$ cat src/rtl/multiplicador_param_sat_pkg.sv
// Shared definitions for the parametrised shift-and-add multiplier family:
// FSM state encoding and the counter-width helper.
package multiplicador_param_sat_pkg;

  typedef enum logic [1:0] {
    ST_IDLE = 2'd0,
    ST_CALC = 2'd1,
    ST_FIX  = 2'd2,
    ST_DONE = 2'd3
  } state_e;

  // Ceiling log2, used as clog2(WIDTH+1) so the counter can hold WIDTH.
  function automatic int clog2(input int value);
    int res_v;
    res_v = 0;
    for (int i = 0; i < 32; i++) begin
      if ((64'd1 << i) < 64'(value)) begin
        res_v = i + 1;
      end
    end
    return res_v;
  endfunction

endpackage

$ cat src/rtl/multiplicador_param_sat_saturador.sv
// Combinational clamp of a 2*WIDTH-bit product into WIDTH bits, unsigned or
// two's-complement, with an overflow flag. Shared with other ALU operations.
module saturador_param
  import multiplicador_param_sat_pkg::*;
#(
  parameter int WIDTH = 8
) (
  input  logic [2*WIDTH-1:0] produto,
  input  logic               sinal,
  output logic [WIDTH-1:0]   valor,
  output logic               overflow
);

  localparam logic [WIDTH-1:0] MAX_U = {WIDTH{1'b1}};
  localparam logic [WIDTH-1:0] MAX_S = {1'b0, {(WIDTH-1){1'b1}}};
  localparam logic [WIDTH-1:0] MIN_S = {1'b1, {(WIDTH-1){1'b0}}};

  logic [WIDTH:0] upper_s;

  assign upper_s = produto[2*WIDTH-1:WIDTH-1];

  // A signed value fits when its top WIDTH+1 bits are pure sign extension.
  always_comb begin
    valor    = produto[WIDTH-1:0];
    overflow = 1'b0;
    if (sinal) begin
      if ((&upper_s) || (~|upper_s)) begin
        valor    = produto[WIDTH-1:0];
        overflow = 1'b0;
      end else begin
        valor    = produto[2*WIDTH-1] ? MIN_S : MAX_S;
        overflow = 1'b1;
      end
    end else begin
      if (|produto[2*WIDTH-1:WIDTH]) begin
        valor    = MAX_U;
        overflow = 1'b1;
      end else begin
        valor    = produto[WIDTH-1:0];
        overflow = 1'b0;
      end
    end
  end

endmodule

$ cat src/rtl/multiplicador_param_sat.sv
// Sequential shift-and-add multiplier with fixed WIDTH+1 latency, signed or
// unsigned operands, and saturated plus full-width registered results.
module multiplicador_param_sat
  import multiplicador_param_sat_pkg::*;
#(
  parameter int WIDTH = 8
) (
  input  logic                 CLOCK,
  input  logic                 RESET,
  input  logic                 START,
  input  logic                 SINAL,
  input  logic [WIDTH-1:0]     A,
  input  logic [WIDTH-1:0]     B,
  output logic [WIDTH-1:0]     Resultado,
  output logic [2*WIDTH-1:0]   Produto,
  output logic                 Overflow,
  output logic                 Pronto,
  output logic                 Ocupado
);

  localparam int CW = clog2(WIDTH + 1);
  localparam logic [CW-1:0]      LAST_ITER = CW'(WIDTH - 1);
  localparam logic [CW-1:0]      ONE_CW    = {{(CW-1){1'b0}}, 1'b1};
  localparam logic [CW-1:0]      ZERO_CW   = {CW{1'b0}};
  localparam logic [WIDTH-1:0]   ONE_W     = {{(WIDTH-1){1'b0}}, 1'b1};
  localparam logic [WIDTH-1:0]   ZERO_W    = {WIDTH{1'b0}};
  localparam logic [2*WIDTH-1:0] ONE_2W    = {{(2*WIDTH-1){1'b0}}, 1'b1};
  localparam logic [2*WIDTH-1:0] ZERO_2W   = {(2*WIDTH){1'b0}};

  state_e             state_r, state_n;
  logic [2*WIDTH-1:0] mcand_r, acc_r, fixed_s;
  logic [WIDTH-1:0]   mplier_r, mag_a_s, mag_b_s, sat_val_s;
  logic [CW-1:0]      cnt_r;
  logic               neg_r, sinal_r, accept_s, sat_ovf_s;

  // Operand magnitudes; |-2^(WIDTH-1)| is representable as an unsigned WIDTH-bit value.
  always_comb begin
    mag_a_s = A;
    mag_b_s = B;
    if (SINAL && A[WIDTH-1]) begin
      mag_a_s = (~A) + ONE_W;
    end else begin
      mag_a_s = A;
    end
    if (SINAL && B[WIDTH-1]) begin
      mag_b_s = (~B) + ONE_W;
    end else begin
      mag_b_s = B;
    end
  end

  assign fixed_s = neg_r ? ((~acc_r) + ONE_2W) : acc_r;

  saturador_param #(.WIDTH(WIDTH)) u_sat (
    .produto  (fixed_s),
    .sinal    (sinal_r),
    .valor    (sat_val_s),
    .overflow (sat_ovf_s)
  );

  // Next-state logic; START is only honoured in IDLE or DONE.
  always_comb begin
    state_n  = state_r;
    accept_s = 1'b0;
    case (state_r)
      ST_IDLE, ST_DONE: begin
        if (START) begin
          accept_s = 1'b1;
          state_n  = ST_CALC;
        end else begin
          state_n  = state_r;
        end
      end
      ST_CALC: begin
        if (cnt_r == LAST_ITER) begin
          state_n = ST_FIX;
        end else begin
          state_n = ST_CALC;
        end
      end
      ST_FIX:  state_n = ST_DONE;
      default: state_n = ST_IDLE;
    endcase
  end

  // State register.
  always_ff @(posedge CLOCK or negedge RESET) begin
    if (!RESET) begin
      state_r <= ST_IDLE;
    end else begin
      state_r <= state_n;
    end
  end

  // Datapath: operand latch, one add-and-shift per CALC cycle, sign fix and saturation in FIX.
  always_ff @(posedge CLOCK or negedge RESET) begin
    if (!RESET) begin
      mcand_r   <= ZERO_2W;
      mplier_r  <= ZERO_W;
      acc_r     <= ZERO_2W;
      cnt_r     <= ZERO_CW;
      neg_r     <= 1'b0;
      sinal_r   <= 1'b0;
      Produto   <= ZERO_2W;
      Resultado <= ZERO_W;
      Overflow  <= 1'b0;
      Pronto    <= 1'b0;
      Ocupado   <= 1'b0;
    end else begin
      case (state_r)
        ST_IDLE, ST_DONE: begin
          if (accept_s) begin
            mcand_r  <= {ZERO_W, mag_a_s};
            mplier_r <= mag_b_s;
            acc_r    <= ZERO_2W;
            cnt_r    <= ZERO_CW;
            neg_r    <= SINAL & (A[WIDTH-1] ^ B[WIDTH-1]);
            sinal_r  <= SINAL;
            Overflow <= 1'b0;
            Pronto   <= 1'b0;
            Ocupado  <= 1'b1;
          end
        end
        ST_CALC: begin
          if (mplier_r[0]) begin
            acc_r <= acc_r + mcand_r;
          end
          mcand_r  <= {mcand_r[2*WIDTH-2:0], 1'b0};
          mplier_r <= {1'b0, mplier_r[WIDTH-1:1]};
          cnt_r    <= cnt_r + ONE_CW;
        end
        ST_FIX: begin
          Produto   <= fixed_s;
          Resultado <= sat_val_s;
          Overflow  <= sat_ovf_s;
          Pronto    <= 1'b1;
          Ocupado   <= 1'b0;
        end
        default: begin
          Ocupado <= 1'b0;
        end
      endcase
    end
  end

endmodule

$ cat config.mk
export PLATFORM = sky130hd
export DESIGN_NAME = multiplicador_param_sat
export DESIGN_NICKNAME = d
export VERILOG_FILES = /design/src/rtl/multiplicador_param_sat_pkg.sv /design/src/rtl/multiplicador_param_sat_saturador.sv /design/src/rtl/multiplicador_param_sat.sv
export SDC_FILE = /design/constraint.sdc
export NUM_CORES = 1
export LEC_CHECK = 0
export ABC_AREA = 0
export BUFFER_PORTS_ARGS = -buffer_cell sky130_fd_sc_hd__buf_2
export CAP_MARGIN = 25
export CELL_PAD_IN_SITES_DETAIL_PLACEMENT = 1
export CELL_PAD_IN_SITES_GLOBAL_PLACEMENT = 1
export CORE_UTILIZATION = 41
export DETAILED_ROUTE_END_ITERATION = 10
export GPL_TIMING_DRIVEN = 0
export PLACE_DENSITY = 0.75
export SLEW_MARGIN = 20
export SYNTH_ARGS = -nofsm -noshare
export SYNTH_HDL_FRONTEND = slang
export SYNTH_SLANG_ARGS = --single-unit
$ cat constraint.sdc
create_clock -name CLOCK -period 2.67 [get_ports CLOCK]
set_input_delay 0.1335 -clock CLOCK [delete_from_list [all_inputs] [get_ports CLOCK]]
set_output_delay 0.1335 -clock CLOCK [all_outputs]
set_load 0.02 [all_outputs]
# == Word level (Yosys, flattened, before mapping) ==
# Cells that the tools add are included.
# Widths: inputs -> output; s select.
# totals
out_inout_bits,27
elab_cells,73
in_bits,20
register_bits,75
# op_classes
add_sub_neg,5
n_reduce_logical,15
eq_ne,7
muxes,29
n_bitwise,5
# op_table
op,count
$mux 16,4
$pmux 16 s2,2
$mux 8,7
$add 16x1->16 const B,1
$add 16x16->16,1
$add 8x1->8 const B,2
$not 16->16,1
$not 8->8,2
$pmux 8 s2,1
$reduce_and 9->1,1
$reduce_or 9->1,1
$pmux 4 s2,1
$reduce_or 8->1,1
$mux 1,7
$ne 2x2->1 const B,3
$pmux 1 s2,3
$pmux 2 s3,1
$reduce_and 2->1,3
$add 4x1->4 const B,1
$eq 2x2->1 const B,2
$eq 4x3->1 const B,1
$mux 2,2
$mux 4,1
$reduce_bool 2->1,2
9 further kinds,10

# == Logic depth before layout (Yosys ltp) ==
# depth
word_depth,9
mapped_depth,10
ltp_nobuf,9

# == Modules after synthesis ==
# From an unflattened synthesis, not the netlist that was laid out.
# unflattened
hier_cells,483
area_unflattened_um2,4566.9
# by_module_without_submodules
module,area_each_um2,cells_per_inst,n_inst,seq_area_each_um2
multiplicador_param_sat,4317.9,447,1,1876.8
saturador_param,249.0,36,1,0.0

# == Worst setup path after synthesis ==
# No wires, ideal clock.
# synth_timing
kind,register -> register
startpoint,register acc_r[3]
endpoint,register Resultado[0]
n_path_buf,1
setup_time_ps,156
t_arrival_ps,2709
t_required_ps,2514
setup_slack_ps,-196
path_stages_with_launch,9
cell_sequence,dfrtp_1 -> or4_1 -> buf_2 -> nor4_1 -> mux2_2 -> a2111oi_0 -> o211ai_1 -> o211ai_1 -> o221ai_1
# synth_via
elab_chain_cells,8
# synth_lines
item,line,text
start: declaration,multiplicador_param_sat.sv:31,"logic [2*WIDTH-1:0] mcand_r, acc_r, fixed_s;"
start signal: assignment,multiplicador_param_sat.sv:126,acc_r <= acc_r + mcand_r;
$not 16->16 (*),multiplicador_param_sat.sv:52,assign fixed_s = neg_r ? ((~acc_r) + ONE_2W) : acc_r;
$add 16x1->16 (*),multiplicador_param_sat.sv:52,
$mux 16 (*),multiplicador_param_sat.sv:52,
$reduce_or 9->1,multiplicador_param_sat_saturador.sv:27,if ((&upper_s) || (~|upper_s)) begin
$logic_not 1->1,multiplicador_param_sat_saturador.sv:27,
$logic_or 1x1->1,multiplicador_param_sat_saturador.sv:27,
$mux 8,multiplicador_param_sat_saturador.sv:27,
$mux 8 (*),multiplicador_param_sat_saturador.sv:26,if (sinal) begin
end signal: assignment,multiplicador_param_sat.sv:134,Resultado <= sat_val_s;
end: declaration,multiplicador_param_sat.sv:14,"output logic [WIDTH-1:0] Resultado,"
# Mark *: on every way between the ends. The rest lies on a longest branch, timed or not.
# A chain may end at the register's enable or synchronous reset.

# == Worst setup path in the final report ==
# layout_timing
startpoint,register acc_r[3]
endpoint,register Overflow
# layout_via
elab_chain_cells,9
# layout_lines
item,line,text
$not 16->16 (*),multiplicador_param_sat.sv:52,
$add 16x1->16 (*),multiplicador_param_sat.sv:52,
$mux 16 (*),multiplicador_param_sat.sv:52,
$reduce_or 9->1,multiplicador_param_sat_saturador.sv:27,
$logic_not 1->1,multiplicador_param_sat_saturador.sv:27,
$logic_or 1x1->1,multiplicador_param_sat_saturador.sv:27,
$mux 1,multiplicador_param_sat_saturador.sv:27,
$mux 1 (*),multiplicador_param_sat_saturador.sv:26,
$pmux 1 s2 (*),multiplicador_param_sat.sv:110,case (state_r)
end signal: assignment,multiplicador_param_sat.sv:135,Overflow <= sat_ovf_s;
end: declaration,multiplicador_param_sat.sv:16,"output logic Overflow,"
# Marked as above.

==> flow_summary.toml <==
[status]
status = "finished, violations left"
violations = "negative setup slack"

[global_route]
grt_max_degree = 48
grt_util_all_layers_pct = 26.7
grt_pass1_wl_um = 24200
grt_pass1_vias = 4759
antenna_found_initial = 0
overflow = 0

[sta]
final_hold_viol_count = 0
grt_setup_unrepaired = "yes"
drv_slew = 0
max_slew_margin_pct = 51.1
setup_ws_ns = -0.0884
finalCritPeriodShare_pct = 103
min_period_ns = 2.76
tns_ns = -0.261
tightest_slew_ns = 0.734
skew_ns = 0.00930
fmax_mhz = 363
setup_viol = 10

[logic_synthesis]
synth_largest_area_cell = "dfrtp_1"
ys_types = 56
synth_compound_area_share_pct = 23.1
synth_top_family_by_area = "compound AO/OA/AOI/OAI gates"
synthesis.area_mm2 = 0.00472
synth_most_common_cell = "dfrtp_1"
synthCells = 547
synth-xor-area-share_pct = 5.01
ys_ff_latch = 75
synth_edf_count = 0
yosysTopAreaCellShare_pct = 39.7
synth.area.mux_share_pct = 2.73
ys_dominant_reg_cell = "dfrtp_1"
yosys.area_share.simple_pct = 17.9
ys_seq_area_share_pct = 39.7
syn_area_per_cell_um2 = 8.63
synthTopCellsByArea = "dfrtp_1 (40%), ha_1 (5.6%), o21ai_0 (5.4%)"
syn_nets = 589
async_flop_share_pct = 100
synth_fa_ha_area_share_pct = 5.99
synth_common_cells = "dfrtp_1 (75), nand2_1 (66), o21ai_0 (51)"
yosysWarningCount = 0

[route]
vias = 4589
ant_nets = 0
drtIter0Drc = 219
avgRoutedWirePerCell_um = 19.9
wl_um = 15600
post_drt_via_cell_ratio = 5.85
drc = 0
first_pass_iters = 4

[clock_network]
cts_buffer_depth = 2
cts_max_level = 3
insertion_delay_ns = 0.35
clk_pin_slew_ns = 0.06
cts_tree = "done"
root_buffer = "clkbuf_16"
cts_sinks = 75
numCtsBuffers = 9

[critical_path]
required_ns = 2.93
worstSetupEndpointType = "register"
max_stage_delay_ns = 0.59
reg2reg_depth = 10
crit_slowest_cell = "or4_4"
crit_type = "register to register"
path_common_cell = "buf_4"
critPathLaunchType = "register"
cp_max_fo = 6
crit_chain = "or4_4 > buf_6 > buf_4 > o31ai_2 > mux2i_1 > nor2_1 > o211ai_1 > buf_4 > nand3_1 > o221ai_2"
worstPathArrival_ns = 3.02

[final_layout]
multiInputGateArea_mm2 = 0.00294
final_util_pct = 56.0
ff_latch_area_mm2 = 0.00189
fillers = 1296
diodes = 0
area_growth_pct = 30.7
nets = 682
final_layout_size_suffix_gt1_share_pct = 26.8

[min_path]
whs_path_depth = 3
hold_class = "input pin to register"

[power]
ir_drop_mv = 0.588
p_leak_nw = 2.80
power_density_mw_per_mm2 = 1250

[run]
drv_cap = 0

[placement]
gp_congestion = 0.865
port_buffers = 44
hpwl_um = 10300

[die]
design.die.area_mm2 = 0.0119
start_util_pct = 42.8
core_mm2 = 0.0110
rows = 38
die_x_um = 109
die-height_um = 109
io_pins = 47
[registers in the layout, summed over array words and instances (netlist names)]
signal     cells
Ocupado        1
sinal_r        1
mplier_r       8
Overflow       1
Resultado      8
cnt_r          4
mcand_r       16
Pronto         1
neg_r          1
state_r        2
acc_r         16
Produto       16
[power by group]
group	internal, mW	switching [mW]	leakage [nW]	total [mW]
clock network	0.864	0.492	0.165	1.36
logic	1.77	2.61	1.67	4.38
registers	1.57	0.391	0.964	1.97
total	4.21	3.49	2.80	7.70
[critical path: cells and delay by family (launching register included)]
| kind | cells | cell delay [ns] |
|---|---|---|
| mux | 1 | 0.25 |
| compound gates | 3 | 0.74 |
| buf+inv | 3 | 0.48 |
| flops | 1 | 0.41 |
| simple gates | 3 | 0.80 |
[routing by layer]
| metal | vias up | GRT usage [%] | part of all wire [%] |
|---|---|---|---|
| met1 | 2296 | 32.6 | 43 |
| met2 | 92 | 46.9 | 51 |
| li1 | 2165 | - | - |
| met4 | 0 | 12.4 | 3.4 |
| met5 | - | 0 | 0 |
| met3 | 36 | 3.38 | 3.0 |
[layout make-up]
class | instances | area share (%)
buffer | 26 | 2.03
timing repair buffer | 88 | 9.45
sequential | 75 | 30.6
multi-input combinational | 404 | 47.6
clock inverter | 5 | 1.22
inverter | 36 | 2.19
clock buffer | 11 | 4.09
tap | 140 | 2.84
[cell usage in the layout, fill, tap and decap left out, drive strengths merged, types with 5 or more instances in the layout]
master / instances
a21o: 5
a21oi: 38
a22o: 14
a31oi: 7
a41oi: 5
buf: 90
clkbuf: 34
dfrtp: 75
ha: 21
inv: 35
mux2: 7
mux2i: 5
nand2: 66
nand3: 14
nand4: 10
nor2: 33
nor2b: 9
nor3: 14
o21ai: 51
o221ai: 8
o31ai: 10
or3: 9
xnor2: 16
xor2: 11
[repair_timing]
| item | CTS | global route |
|---|---|---|
| setup buffers | 25 | 17 |
| endpoints found under the setup margin | 24 | 13 |
| hold buffers | 1 | 0 |
| pin swaps | 21 | 20 |
| gates cloned | 0 | 0 |
| hold endpoints to repair | 28 | 0 |
| gates resized for setup | 52 | 22 |
[path summary, 6_finish.rpt]
check / start / endpoint / slack (ns)
worst max-delay path: acc_r[3]$_DFFE_PN0P_ / Overflow$_DFFE_PN0P_ / -0.09
worst min-delay path: A[7] / neg_r$_DFFE_PN0P_ / 0.17
worst max register to register: acc_r[3]$_DFFE_PN0P_ / Overflow$_DFFE_PN0P_ / -0.09
worst min register to register: mplier_r[1]$_DFFE_PN0P_ / mplier_r[1]$_DFFE_PN0P_ / 0.49
max in group asynchronous: RESET / acc_r[2]$_DFFE_PN0P_ / 1.82
min in group asynchronous: RESET / Resultado[1]$_DFFE_PN0P_ / 0.27
[cell families after synthesis]
family	after synthesis
AND/OR/NAND/NOR	175
AO/OA/AOI/OAI	168
flip-flops	75
buffers and inverters	68
XOR/XNOR	27
adder cells (fa/ha/maj)	22
multiplexers	12
[through the flow]
step	instance area [µm²]	setup slack (ns)	hold WS (ns)	power (mW)	std cells
CTS	5950	-0.0979	0.165	7.34	769
detailed placement	5220	-0.499	0.0886	5.48	732
floorplan	4790	-0.0359	-0.162	4.44	547
global route	6170	-0.218	0.188	8.21	785
finish	6170	-0.0884	0.168	7.70	785
global placement	5190	-0.380	0.465	5.29	731
(Power assumes the default switching activity.)
